### config.mk
export PLATFORM = sky130hd
export DESIGN_NAME = zx_ps2_keymatrix
export DESIGN_NICKNAME = d
export VERILOG_FILES = /design/src/rtl/zx_ps2_keymatrix_pkg.sv /design/src/rtl/zx_ps2_keymatrix_if.sv /design/src/rtl/zx_ps2_keymatrix_ps2_rx.sv /design/src/rtl/zx_ps2_keymatrix.sv
export SDC_FILE = /design/constraint.sdc
export NUM_CORES = 1
export LEC_CHECK = 0
export ABC_AREA = 1
export BUFFER_PORTS_ARGS = -buffer_cell sky130_fd_sc_hd__buf_4
export CAP_MARGIN = 20
export CORE_AREA = 2 2 121 123
export DETAILED_ROUTE_END_ITERATION = 10
export DIE_AREA = 0 0 123 125
export PLACE_DENSITY = 0.69
export RECOVER_POWER = 25
export SYNTH_ARGS = -nofsm -noshare
export SYNTH_HDL_FRONTEND = slang
export SYNTH_SLANG_ARGS = --single-unit
### constraint.sdc
create_clock -name clk_sys -period 2.3 [get_ports clk_sys]
set_input_delay 0.46 -clock clk_sys [delete_from_list [all_inputs] [get_ports clk_sys]]
set_output_delay 0.46 -clock clk_sys [all_outputs]
set_load 0.01 [all_outputs]
### src/rtl/zx_ps2_keymatrix_pkg.sv
// Shared types, scancode constants and scancode-to-matrix mapping for the
// PS/2 to ZX Spectrum keyboard matrix bridge.
package zx_kbd_pkg;

    typedef enum logic [1:0] {
        RX_IDLE,
        RX_DATA,
        RX_PARITY,
        RX_STOP
    } rx_state_e;

    typedef struct packed {
        logic       valid;
        logic [2:0] row;
        logic [2:0] col;
    } key_pos_t;

    localparam logic [7:0] SC_E0     = 8'hE0;
    localparam logic [7:0] SC_F0     = 8'hF0;
    localparam logic [7:0] SC_ALT    = 8'h11;
    localparam logic [7:0] SC_CTRL   = 8'h14;
    localparam logic [7:0] SC_LSHIFT = 8'h12;
    localparam logic [7:0] SC_RSHIFT = 8'h59;
    localparam logic [7:0] SC_BKSP   = 8'h66;
    localparam logic [7:0] SC_LEFT   = 8'h6B;
    localparam logic [7:0] SC_DOWN   = 8'h72;
    localparam logic [7:0] SC_UP     = 8'h75;
    localparam logic [7:0] SC_RIGHT  = 8'h74;

    // Returns n for function key Fn, 0 for anything else.
    function automatic logic [3:0] sc_to_fn(input logic ext, input logic [7:0] code);
        logic [3:0] n;
        n = 4'd0;
        if (!ext) begin
            case (code)
                8'h05: n = 4'd1;
                8'h06: n = 4'd2;
                8'h04: n = 4'd3;
                8'h0C: n = 4'd4;
                8'h03: n = 4'd5;
                8'h0B: n = 4'd6;
                8'h83: n = 4'd7;
                8'h0A: n = 4'd8;
                8'h01: n = 4'd9;
                8'h09: n = 4'd10;
                8'h78: n = 4'd11;
                default: n = 4'd0;
            endcase
        end
        return n;
    endfunction

    function automatic key_pos_t sc_to_pos(input logic ext, input logic [7:0] code);
        key_pos_t p;
        p = '0;
        if (!ext) begin
            case (code)
                8'h1A: p = {1'b1, 3'd0, 3'd1};
                8'h22: p = {1'b1, 3'd0, 3'd2};
                8'h21: p = {1'b1, 3'd0, 3'd3};
                8'h2A: p = {1'b1, 3'd0, 3'd4};
                8'h1C: p = {1'b1, 3'd1, 3'd0};
                8'h1B: p = {1'b1, 3'd1, 3'd1};
                8'h23: p = {1'b1, 3'd1, 3'd2};
                8'h2B: p = {1'b1, 3'd1, 3'd3};
                8'h34: p = {1'b1, 3'd1, 3'd4};
                8'h15: p = {1'b1, 3'd2, 3'd0};
                8'h1D: p = {1'b1, 3'd2, 3'd1};
                8'h24: p = {1'b1, 3'd2, 3'd2};
                8'h2D: p = {1'b1, 3'd2, 3'd3};
                8'h2C: p = {1'b1, 3'd2, 3'd4};
                8'h16: p = {1'b1, 3'd3, 3'd0};
                8'h1E: p = {1'b1, 3'd3, 3'd1};
                8'h26: p = {1'b1, 3'd3, 3'd2};
                8'h25: p = {1'b1, 3'd3, 3'd3};
                8'h2E: p = {1'b1, 3'd3, 3'd4};
                8'h45: p = {1'b1, 3'd4, 3'd0};
                8'h46: p = {1'b1, 3'd4, 3'd1};
                8'h3E: p = {1'b1, 3'd4, 3'd2};
                8'h3D: p = {1'b1, 3'd4, 3'd3};
                8'h36: p = {1'b1, 3'd4, 3'd4};
                8'h4D: p = {1'b1, 3'd5, 3'd0};
                8'h44: p = {1'b1, 3'd5, 3'd1};
                8'h43: p = {1'b1, 3'd5, 3'd2};
                8'h3C: p = {1'b1, 3'd5, 3'd3};
                8'h35: p = {1'b1, 3'd5, 3'd4};
                8'h5A: p = {1'b1, 3'd6, 3'd0};
                8'h4B: p = {1'b1, 3'd6, 3'd1};
                8'h42: p = {1'b1, 3'd6, 3'd2};
                8'h3B: p = {1'b1, 3'd6, 3'd3};
                8'h33: p = {1'b1, 3'd6, 3'd4};
                8'h29: p = {1'b1, 3'd7, 3'd0};
                8'h3A: p = {1'b1, 3'd7, 3'd2};
                8'h31: p = {1'b1, 3'd7, 3'd3};
                8'h32: p = {1'b1, 3'd7, 3'd4};
                default: p = '0;
            endcase
        end
        return p;
    endfunction

endpackage

### src/rtl/zx_ps2_keymatrix_if.sv
// Received-byte stream from the PS/2 frame receiver to the matrix decoder.
// rx_valid is a one-cycle strobe with rx_byte stable while it is high; there is
// no ready, the decoder accepts every byte in the cycle it is offered.
interface zx_ps2_keymatrix_if;
    logic [7:0] rx_byte;
    logic       rx_valid;

    modport master (output rx_byte, output rx_valid);
    modport slave  (input  rx_byte, input  rx_valid);
endinterface

### src/rtl/zx_ps2_keymatrix_ps2_rx.sv
// PS/2 device-to-host frame receiver: synchroniser, falling-edge detect,
// 11-bit frame FSM with odd-parity/stop checking and an inter-bit watchdog.
module ps2_rx
    import zx_kbd_pkg::*;
#(
    parameter int TIMEOUT_W   = 16,
    parameter int SYNC_STAGES = 2
) (
    input  logic                  clk_sys,
    input  logic                  reset,
    input  logic                  ps2_clk_i,
    input  logic                  ps2_data_i,
    zx_ps2_keymatrix_if.master    rx_o
);

    localparam logic [TIMEOUT_W-1:0] WD_ONE = TIMEOUT_W'(1);

    logic [SYNC_STAGES-1:0] clk_sync_q, data_sync_q;
    logic                   clk_prev_q;
    logic                   clk_s, data_s, fall;

    rx_state_e              state_q, state_d;
    logic [2:0]             bit_cnt_q, bit_cnt_d;
    logic [7:0]             shift_q, shift_d;
    logic                   parity_q, parity_d;
    logic [TIMEOUT_W-1:0]   wdog_q, wdog_d;
    logic [7:0]             byte_q, byte_d;
    logic                   valid_q, valid_d;

    assign clk_s  = clk_sync_q[SYNC_STAGES-1];
    assign data_s = data_sync_q[SYNC_STAGES-1];
    assign fall   = clk_prev_q & ~clk_s;

    always_ff @(posedge clk_sys) begin
        if (reset) begin
            clk_sync_q  <= '1;
            data_sync_q <= '1;
            clk_prev_q  <= 1'b1;
            state_q     <= RX_IDLE;
            bit_cnt_q   <= '0;
            shift_q     <= '0;
            parity_q    <= 1'b0;
            wdog_q      <= '0;
            byte_q      <= '0;
            valid_q     <= 1'b0;
        end else begin
            clk_sync_q  <= {clk_sync_q[SYNC_STAGES-2:0], ps2_clk_i};
            data_sync_q <= {data_sync_q[SYNC_STAGES-2:0], ps2_data_i};
            clk_prev_q  <= clk_s;
            state_q     <= state_d;
            bit_cnt_q   <= bit_cnt_d;
            shift_q     <= shift_d;
            parity_q    <= parity_d;
            wdog_q      <= wdog_d;
            byte_q      <= byte_d;
            valid_q     <= valid_d;
        end
    end

    always_comb begin
        state_d   = state_q;
        bit_cnt_d = bit_cnt_q;
        shift_d   = shift_q;
        parity_d  = parity_q;
        wdog_d    = '0;
        byte_d    = byte_q;
        valid_d   = 1'b0;
        if (state_q != RX_IDLE) begin
            wdog_d = fall ? '0 : wdog_q + WD_ONE;
        end
        case (state_q)
            RX_IDLE: begin
                if (fall && !data_s) begin
                    state_d   = RX_DATA;
                    bit_cnt_d = '0;
                end
            end
            RX_DATA: begin
                if (fall) begin
                    shift_d   = {data_s, shift_q[7:1]};
                    bit_cnt_d = bit_cnt_q + 3'd1;
                    if (bit_cnt_q == 3'd7) state_d = RX_PARITY;
                end
            end
            RX_PARITY: begin
                if (fall) begin
                    parity_d = data_s;
                    state_d  = RX_STOP;
                end
            end
            RX_STOP: begin
                if (fall) begin
                    state_d = RX_IDLE;
                    if (data_s && (^{shift_q, parity_q})) begin
                        valid_d = 1'b1;
                        byte_d  = shift_q;
                    end
                end
            end
            default: state_d = RX_IDLE;
        endcase
        // A stalled frame is abandoned; the partial byte is simply never emitted.
        if (state_q != RX_IDLE && !fall && (&wdog_q)) begin
            state_d = RX_IDLE;
        end
    end

    assign rx_o.rx_byte  = byte_q;
    assign rx_o.rx_valid = valid_q;

endmodule

### src/rtl/zx_ps2_keymatrix.sv
// PS/2 set-2 keyboard to ZX Spectrum 8x5 key matrix, plus host Fn and
// modifier levels. key_data is the registered, active-low column read.
module zx_ps2_keymatrix
    import zx_kbd_pkg::*;
#(
    parameter int TIMEOUT_W   = 16,
    parameter int SYNC_STAGES = 2
) (
    input  logic        clk_sys,
    input  logic        reset,
    input  logic        ps2_kbd_clk,
    input  logic        ps2_kbd_data,
    input  logic [15:0] addr,
    output logic [4:0]  key_data,
    output logic [11:1] Fn,
    output logic [2:0]  mod
);

    zx_ps2_keymatrix_if rx_if ();

    ps2_rx #(.TIMEOUT_W(TIMEOUT_W), .SYNC_STAGES(SYNC_STAGES)) u_rx (
        .clk_sys    (clk_sys),
        .reset      (reset),
        .ps2_clk_i  (ps2_kbd_clk),
        .ps2_data_i (ps2_kbd_data),
        .rx_o       (rx_if)
    );

    logic            ext_q, ext_d, rel_q, rel_d;
    logic [7:0][4:0] base_q, base_d, eff;
    // Combo bits: 0 Left, 1 Down, 2 Up, 3 Right, 4 Backspace.
    logic [4:0]      combo_q, combo_d;
    logic [11:1]     fn_q, fn_d;
    logic [2:0]      mod_q, mod_d;
    logic [4:0]      kd_q, kd_d;
    key_pos_t        pos;
    logic [3:0]      fn_idx;
    logic            press;
    logic [7:0]      code;
    logic            unused_addr;

    assign unused_addr = ^addr[7:0];
    assign code        = rx_if.rx_byte;

    always_ff @(posedge clk_sys) begin
        if (reset) begin
            ext_q   <= 1'b0;
            rel_q   <= 1'b0;
            base_q  <= '0;
            combo_q <= '0;
            fn_q    <= '0;
            mod_q   <= '0;
            kd_q    <= 5'b11111;
        end else begin
            ext_q   <= ext_d;
            rel_q   <= rel_d;
            base_q  <= base_d;
            combo_q <= combo_d;
            fn_q    <= fn_d;
            mod_q   <= mod_d;
            kd_q    <= kd_d;
        end
    end

    always_comb begin
        ext_d   = ext_q;
        rel_d   = rel_q;
        base_d  = base_q;
        combo_d = combo_q;
        fn_d    = fn_q;
        mod_d   = mod_q;
        pos     = sc_to_pos(ext_q, code);
        fn_idx  = sc_to_fn(ext_q, code);
        press   = ~rel_q;
        if (rx_if.rx_valid) begin
            if (code == SC_E0) begin
                ext_d = 1'b1;
            end else if (code == SC_F0) begin
                rel_d = 1'b1;
            end else begin
                ext_d = 1'b0;
                rel_d = 1'b0;
                if (code == SC_ALT)                                        mod_d[0] = press;
                else if (code == SC_CTRL)                                  mod_d[1] = press;
                else if (!ext_q && (code == SC_LSHIFT || code == SC_RSHIFT)) mod_d[2] = press;
                else if (fn_idx != 4'd0)                                   fn_d[fn_idx] = press;
                else if (ext_q && code == SC_LEFT)                         combo_d[0] = press;
                else if (ext_q && code == SC_DOWN)                         combo_d[1] = press;
                else if (ext_q && code == SC_UP)                           combo_d[2] = press;
                else if (ext_q && code == SC_RIGHT)                        combo_d[3] = press;
                else if (!ext_q && code == SC_BKSP)                        combo_d[4] = press;
                else if (pos.valid)                                        base_d[pos.row][pos.col] = press;
            end
        end
    end

    // CS and SS are ORed in from every source so no single release can drop them.
    always_comb begin
        eff       = base_q;
        eff[0][0] = base_q[0][0] | (|combo_q) | mod_q[2];
        eff[7][1] = base_q[7][1] | mod_q[1];
        eff[3][4] = base_q[3][4] | combo_q[0];
        eff[4][4] = base_q[4][4] | combo_q[1];
        eff[4][3] = base_q[4][3] | combo_q[2];
        eff[4][2] = base_q[4][2] | combo_q[3];
        eff[4][0] = base_q[4][0] | combo_q[4];
    end

    always_comb begin
        kd_d = 5'b11111;
        for (int r = 0; r < 8; r++) begin
            if (!addr[8+r]) kd_d = kd_d & ~eff[r];
        end
    end

    assign key_data = kd_q;
    assign Fn       = fn_q;
    assign mod      = mod_q;

endmodule

; Word level (Yosys, flattened, before mapping)
; Memory sizes are Yosys's and may differ from the RTL's. A register that Yosys moved wholly into a read port is not among the register bits.
; Cells that the tools add are included.
; W data, S select, Z words.
[word_totals]
ff_bits = 110
latch_bits = 0
ram_bits = 0
mem_bits_ro = 896
output_inout_bits = 19
wordCells = 190
n_memories = 1
[mem_list]
columns = name, depth, width, rd, rd_ports_with_merged_regs, write_ports, line_no
row1 = (name not given), 128, 7, 1, 1, 0, zx_ps2_keymatrix_pkg.sv:57  ; case (code)
[op_classes]
addsub = 2
mul = 0
div = 0
n_lt_le_gt_ge = 6
eq_ne = 32
shifts = 0
muxes = 35
bitwise = 40
reduce_logical = 44
[ops]
columns = operator, count
row1 = $eq A8 B7 Y1 const B, 7
row2 = $mux W5, 9
row3 = $pmux W4 S11, 1
row4 = $bwmux W40, 1
row5 = $not A5 Y5, 8
row6 = $and A5 B5 Y5, 7
row7 = $eq A8 B4 Y1 const B, 4
row8 = $mux W7, 4
row9 = $eq A8 B3 Y1 const B, 3
row10 = $eq A8 B5 Y1 const B, 3
row11 = $eq A8 B8 Y1 const B, 3
row12 = $add A16 B1 Y16 const B, 1
row13 = $not A1 Y1, 16
row14 = $reduce_and A16 Y1, 1
row15 = $demux W5 S3, 1
row16 = $logic_and A1 B1 Y1, 13
row17 = $reduce_and A13 Y1, 1
row18 = $reduce_and A12 Y1, 1
row19 = $bwmux W11, 1
row20 = $reduce_and A11 Y1, 1
row21 = $mux W2, 5
row22 = $ne A2 B1 Y1 const B, 5
row23 = $reduce_and A10 Y1, 1
row24 = $reduce_and A5 Y1, 2
row25 = other kinds (36), 60

; Logic depth before layout (Yosys ltp)
[depth]
ltp_word = 19
mapped_depth = 24
mapped_depth_nobuf = 23

; Hierarchy
; A second synthesis with hierarchy kept.
[hier_totals]
cells_unflattened = 1015
area_unflattened_um2 = 6466.2
[by_module_without_submodules]
columns = mod, instances, cells_each, area_per_inst_um2
row1 = zx_ps2_keymatrix, 1, 711, 4326.6
row2 = ps2_rx, 1, 304, 2139.6

; Least setup slack after synthesis
; OpenSTA, ideal clock, no wires.
[synth_timing]
path_type = register -> register
startpoint = register u_rx.state_q[0]
endpoint = register (tool-made name)
setup_time_ps = 58
t_arrival_ps = 2240
t_required_ps = 2242
path_slack_ps = 2
stages_incl_launch_ff = 16
synth_period_minus_slack_ps = 2298
cell_sequence = dfxtp_1 -> ha_1 -> nand2_1 -> nor2_1 -> nand2_4 -> buf_6 -> nand2_1 -> nand3_1 -> ha_1 -> nor2_1 -> nand2_1 -> o21ai_1 -> nand2_1 -> nand2_1 -> nand2_1 -> nand2_1
[synth_rtl]
columns = element, line_no
row1 = from (decl), zx_ps2_keymatrix_ps2_rx.sv:22  ; rx_state_e state_q, state_d;
row2 = from (signal assigned), zx_ps2_keymatrix_ps2_rx.sv:50  ; state_q <= state_d;

==> impl_metrics.csv <==
group,metric,value,unit
setup_path,end_kind,"flop",
sta,slew_viol_final,0,
grt,grt_pass1_wl,25.6,mm
min_path,hold_class,"input pin to flop",
placed_design,hpwl,10.8,mm
yosys,synth-seq-area-share,37.5,%
clock_network,clk_latency,0.42,ns
yosys,synth_xor_area_share,0.281,%
grt,grt_max_degree,43,
yosys,synth_ff_type,"dfxtp_1",
grt,grt_usage,20.7,%
floorplanning,dieArea,15400,sq um
drt,viasPerCell,5.24,
drt,routed-via-count,6211,
grt,grt_pass1_vias,5556,
sta,report.final.hold_viol_count,0,
clock_network,clk_pin_slew,0.05,ns
cells_and_area,stdcell_area,7610,sq um
yosys,synth_top_family_by_area,"simple AND/OR/NAND/NOR gates",
clock_network,cts.path.max_buffers,2,
floorplanning,fp.dieW,123,microns
drt,drtIter0Drc,568,
yosys,synth.distinct_cells,45,
cells_and_area,syn_to_final_growth,21.9,%
placed_design,dpl.cell_count,1147,
floorplanning,die_h,125,microns
floorplanning,start_util,44.0,%
setup_path,cp.required,2.59,ns
drt,drc,0,
clock_network,cts_tree,"built",
floorplanning,rows,44,
sta,setup_viol_count_final,0,
power_and_ir_drop,ir_drop,0.000774,V
sta,fin_crit_sh,96.5,%
run_status,outcome,"complete, no violations",
placed_design,post-place-ws,0.00614,ns
yosys,netlist_area,6240,sq um
power_and_ir_drop,power_density,664,nW/um^2
grt,gr-total-overflow,0,
yosys,synth-seq-cells,117,
drt,firstDrtPassIters,5,
setup_path,crit_fanout,7,
yosys,yosys.area_share.simple,34.1,%
drt,routed_wire_length_per_instance,13.6,microns
yosys,ys_warn_count,0,
sta,fin_setup_tns,0,ns
setup_path,path_class,"flop to flop",
yosys,synth_compound_area_share,15.6,%
clock_network,ctsHtreeMaxLevel,4,
setup_path,start_kind,"flop",
yosys,netlist.top_cell.by_area,"dfxtp_1",
yosys,synthCells,935,
clock_network,cts.sink_count,117,
sta,setup_ws,0.0813,ns
floorplanning,core-area,14200,sq um
sta,worst_slew_pin_slew,0.522,ns
floorplanning,ios,39,
yosys,syn_area_per_cell,6.68,sq um
cells_and_area,drive_gt1_share,17.4,%
sta,finalClockSkew,0.00912,ns
yosys,async_flop_share,0,%
setup_path,arrival,2.51,ns
yosys,synth_edf_count,0,
yosys,muxShareOfSynthArea,0,%
cells_and_area,fin_cells,1186,
sta,layout_min_cycle_time,2.22,ns
run,drv_cap,0,
placed_design,place_area,6730,sq um
yosys,syn-num-nets,966,
placed_design,portBuffers,30,
placed_design,place_congestion,0.885,
drt,routed_wl,16.2,mm
sta,rsz0062_at_grt,"yes",
sta,fmax,451,MHz
yosys,yosysTopAreaCellShare,37.5,%
yosys,ys_top_cells_by_area,"dfxtp_1 38%, nand2_1 13%, nor2_1 7.3%",
yosys,synth_adder_area_share,2.20,%
sta,relSlewSlack,64.9,%
cells_and_area,fin_util,53.6,%
clock_network,root_buffer,"clkbuf_16",
cells_and_area,nets,1021,
grt,grt_antenna_before_repair,0,
power_and_ir_drop,p_leak,2.83,nW
drt,antenna_left,0,
clock_network,numCtsBuffers,17,
cells_and_area,num_antenna_cells,0,
-- final timing paths --
| check | slack [ns] | startpoint | to | depth (start not counted) |
|---|---|---|---|---|
| worst max-delay path | 0.08 | u_rx.shift_q[6] | flop | 19 |
| worst min-delay path | 0.23 | ps2_kbd_clk | u_rx.clk_sync_q[0] | 2 |
| worst max register to register | 0.08 | u_rx.shift_q[6] | flop | 19 |
| worst min register to register | 0.41 | u_rx.data_sync_q[0] | u_rx.data_sync_q[1] | 1 |
-- cell usage after synthesis (7+ instances only) --
cell type,number
nand2_1,220
nor2_1,122
dfxtp_1,117
inv_1,104
a21oi_1,90
nand3_1,83
o21ai_0,50
nor3_1,18
clkbuf_1,15
ha_1,11
nand4_1,11
or2_2,10
inv_2,7
-- metal layers --
metal	routed length (microns)	global-route usage [%]	vias up	share of wire, %
li1	-	-	3185	-
met1	7420	26.4	2837	46
met2	7660	33.4	155	47
met3	648	4.11	34	4.0
met4	454	9.56	0	2.8
met5	0	0	-	0
-- cells by family after synthesis --
logic type	Yosys count
and+or+nand+nor	485
AOI/OAI and AO/OA	175
xor gates and xnor gates	2
DFF	117
buffers and inverters	145
adders and majority gates	11
-- stage by stage --
step                      hold WS [ns]  power (mW)
after CTS                        0.214        5.07
final                            0.229        5.06
after floorplan                  0.389        2.32
after global placement           0.391        2.40
after detailed placement         0.399        2.40
after global routing             0.223        5.22
-- cell type report --
class | count | area [sq um]
Clock buffer | 21 | 460
Timing Repair Buffer | 67 | 515
Fill cell | 1345 | 6590
Sequential cell | 117 | 2360
Clock inverter | 10 | 130
Tap cell | 184 | 230
Multi-Input combinational cell | 673 | 3480
Inverter | 114 | 438
-- placed cells by master (no fill, tap or decap), types with 3 or more instances in the layout --
master and n:
nand3_1 73, a211oi_1 4, ha_1 7, nand4_1 11, o21ai_0 47, a21oi_1 87
dfxtp_4 3, clkbuf_16 19, nand2_2 15, nand3_2 10, nand2_4 5, buf_4 36
clkinv_2 5, nor3_1 18, a21oi_2 4, or2_2 10, inv_2 9, nand3_4 4
nor2_1 112, nand2_1 207, clkinv_1 3, nor3_4 3, a221oi_1 6, dfxtp_1 105
a31oi_1 4, nor2_2 9, a311oi_1 5, dfxtp_2 9, o211ai_1 5, nor2_4 4
bufinv_16 3, clkbuf_1 21, buf_6 5, inv_1 99, o21ai_1 4
-- critical path, stage by stage, from the launching register on --
cell and delay (ns):
dfxtp_4 0.37, inv_2 0.04, nand2_1 0.07, nand3_2 0.12
nand2_2 0.08, nand2_2 0.06, nand2_1 0.08, nand2_2 0.06
nand2_4 0.12, nand2_4 0.09, nand2_4 0.07, nand3_4 0.07
buf_6 0.15, ha_2 0.18, inv_2 0.08, nand2_2 0.07
a31oi_2 0.17, nand2_1 0.07, nand2_1 0.07, o31ai_1 0.07
-- flip-flops by register name, summed over array words and instances (netlist names), named ones only --
name,flops
base_q,40
mod,3
u_rx.rx_o.rx_byte,8
u_rx.bit_cnt_q,3
key_data,5
u_rx.wdog_q,16
combo_q,5
u_rx.rx_o.rx_valid,1
u_rx.shift_q,8
u_rx.data_sync_q,2
u_rx.parity_q,1
u_rx.clk_sync_q,2
Fn,11
ext_q,1
u_rx.state_q,2
rel_q,1
u_rx.clk_prev_q,1
-- where the power goes --
group / internal (mW) / leakage (nW) / switching (mW)
registers: 2.05 / 0.950 / 0.0220
clock network: 1.74 / 0.288 / 0.918
logic: 0.111 / 1.59 / 0.211
total: 3.90 / 2.83 / 1.15
-- timing repair --
item                       4_1_cts  5_1_grt
pin swaps                        0        7
gates cloned                     0        3
setup endpoints to repair        4       55
resized for setup                2       86
setup buffers                    0        5
hold buffers                     0        0
Note: power is estimated with default switching activity, not from simulation.
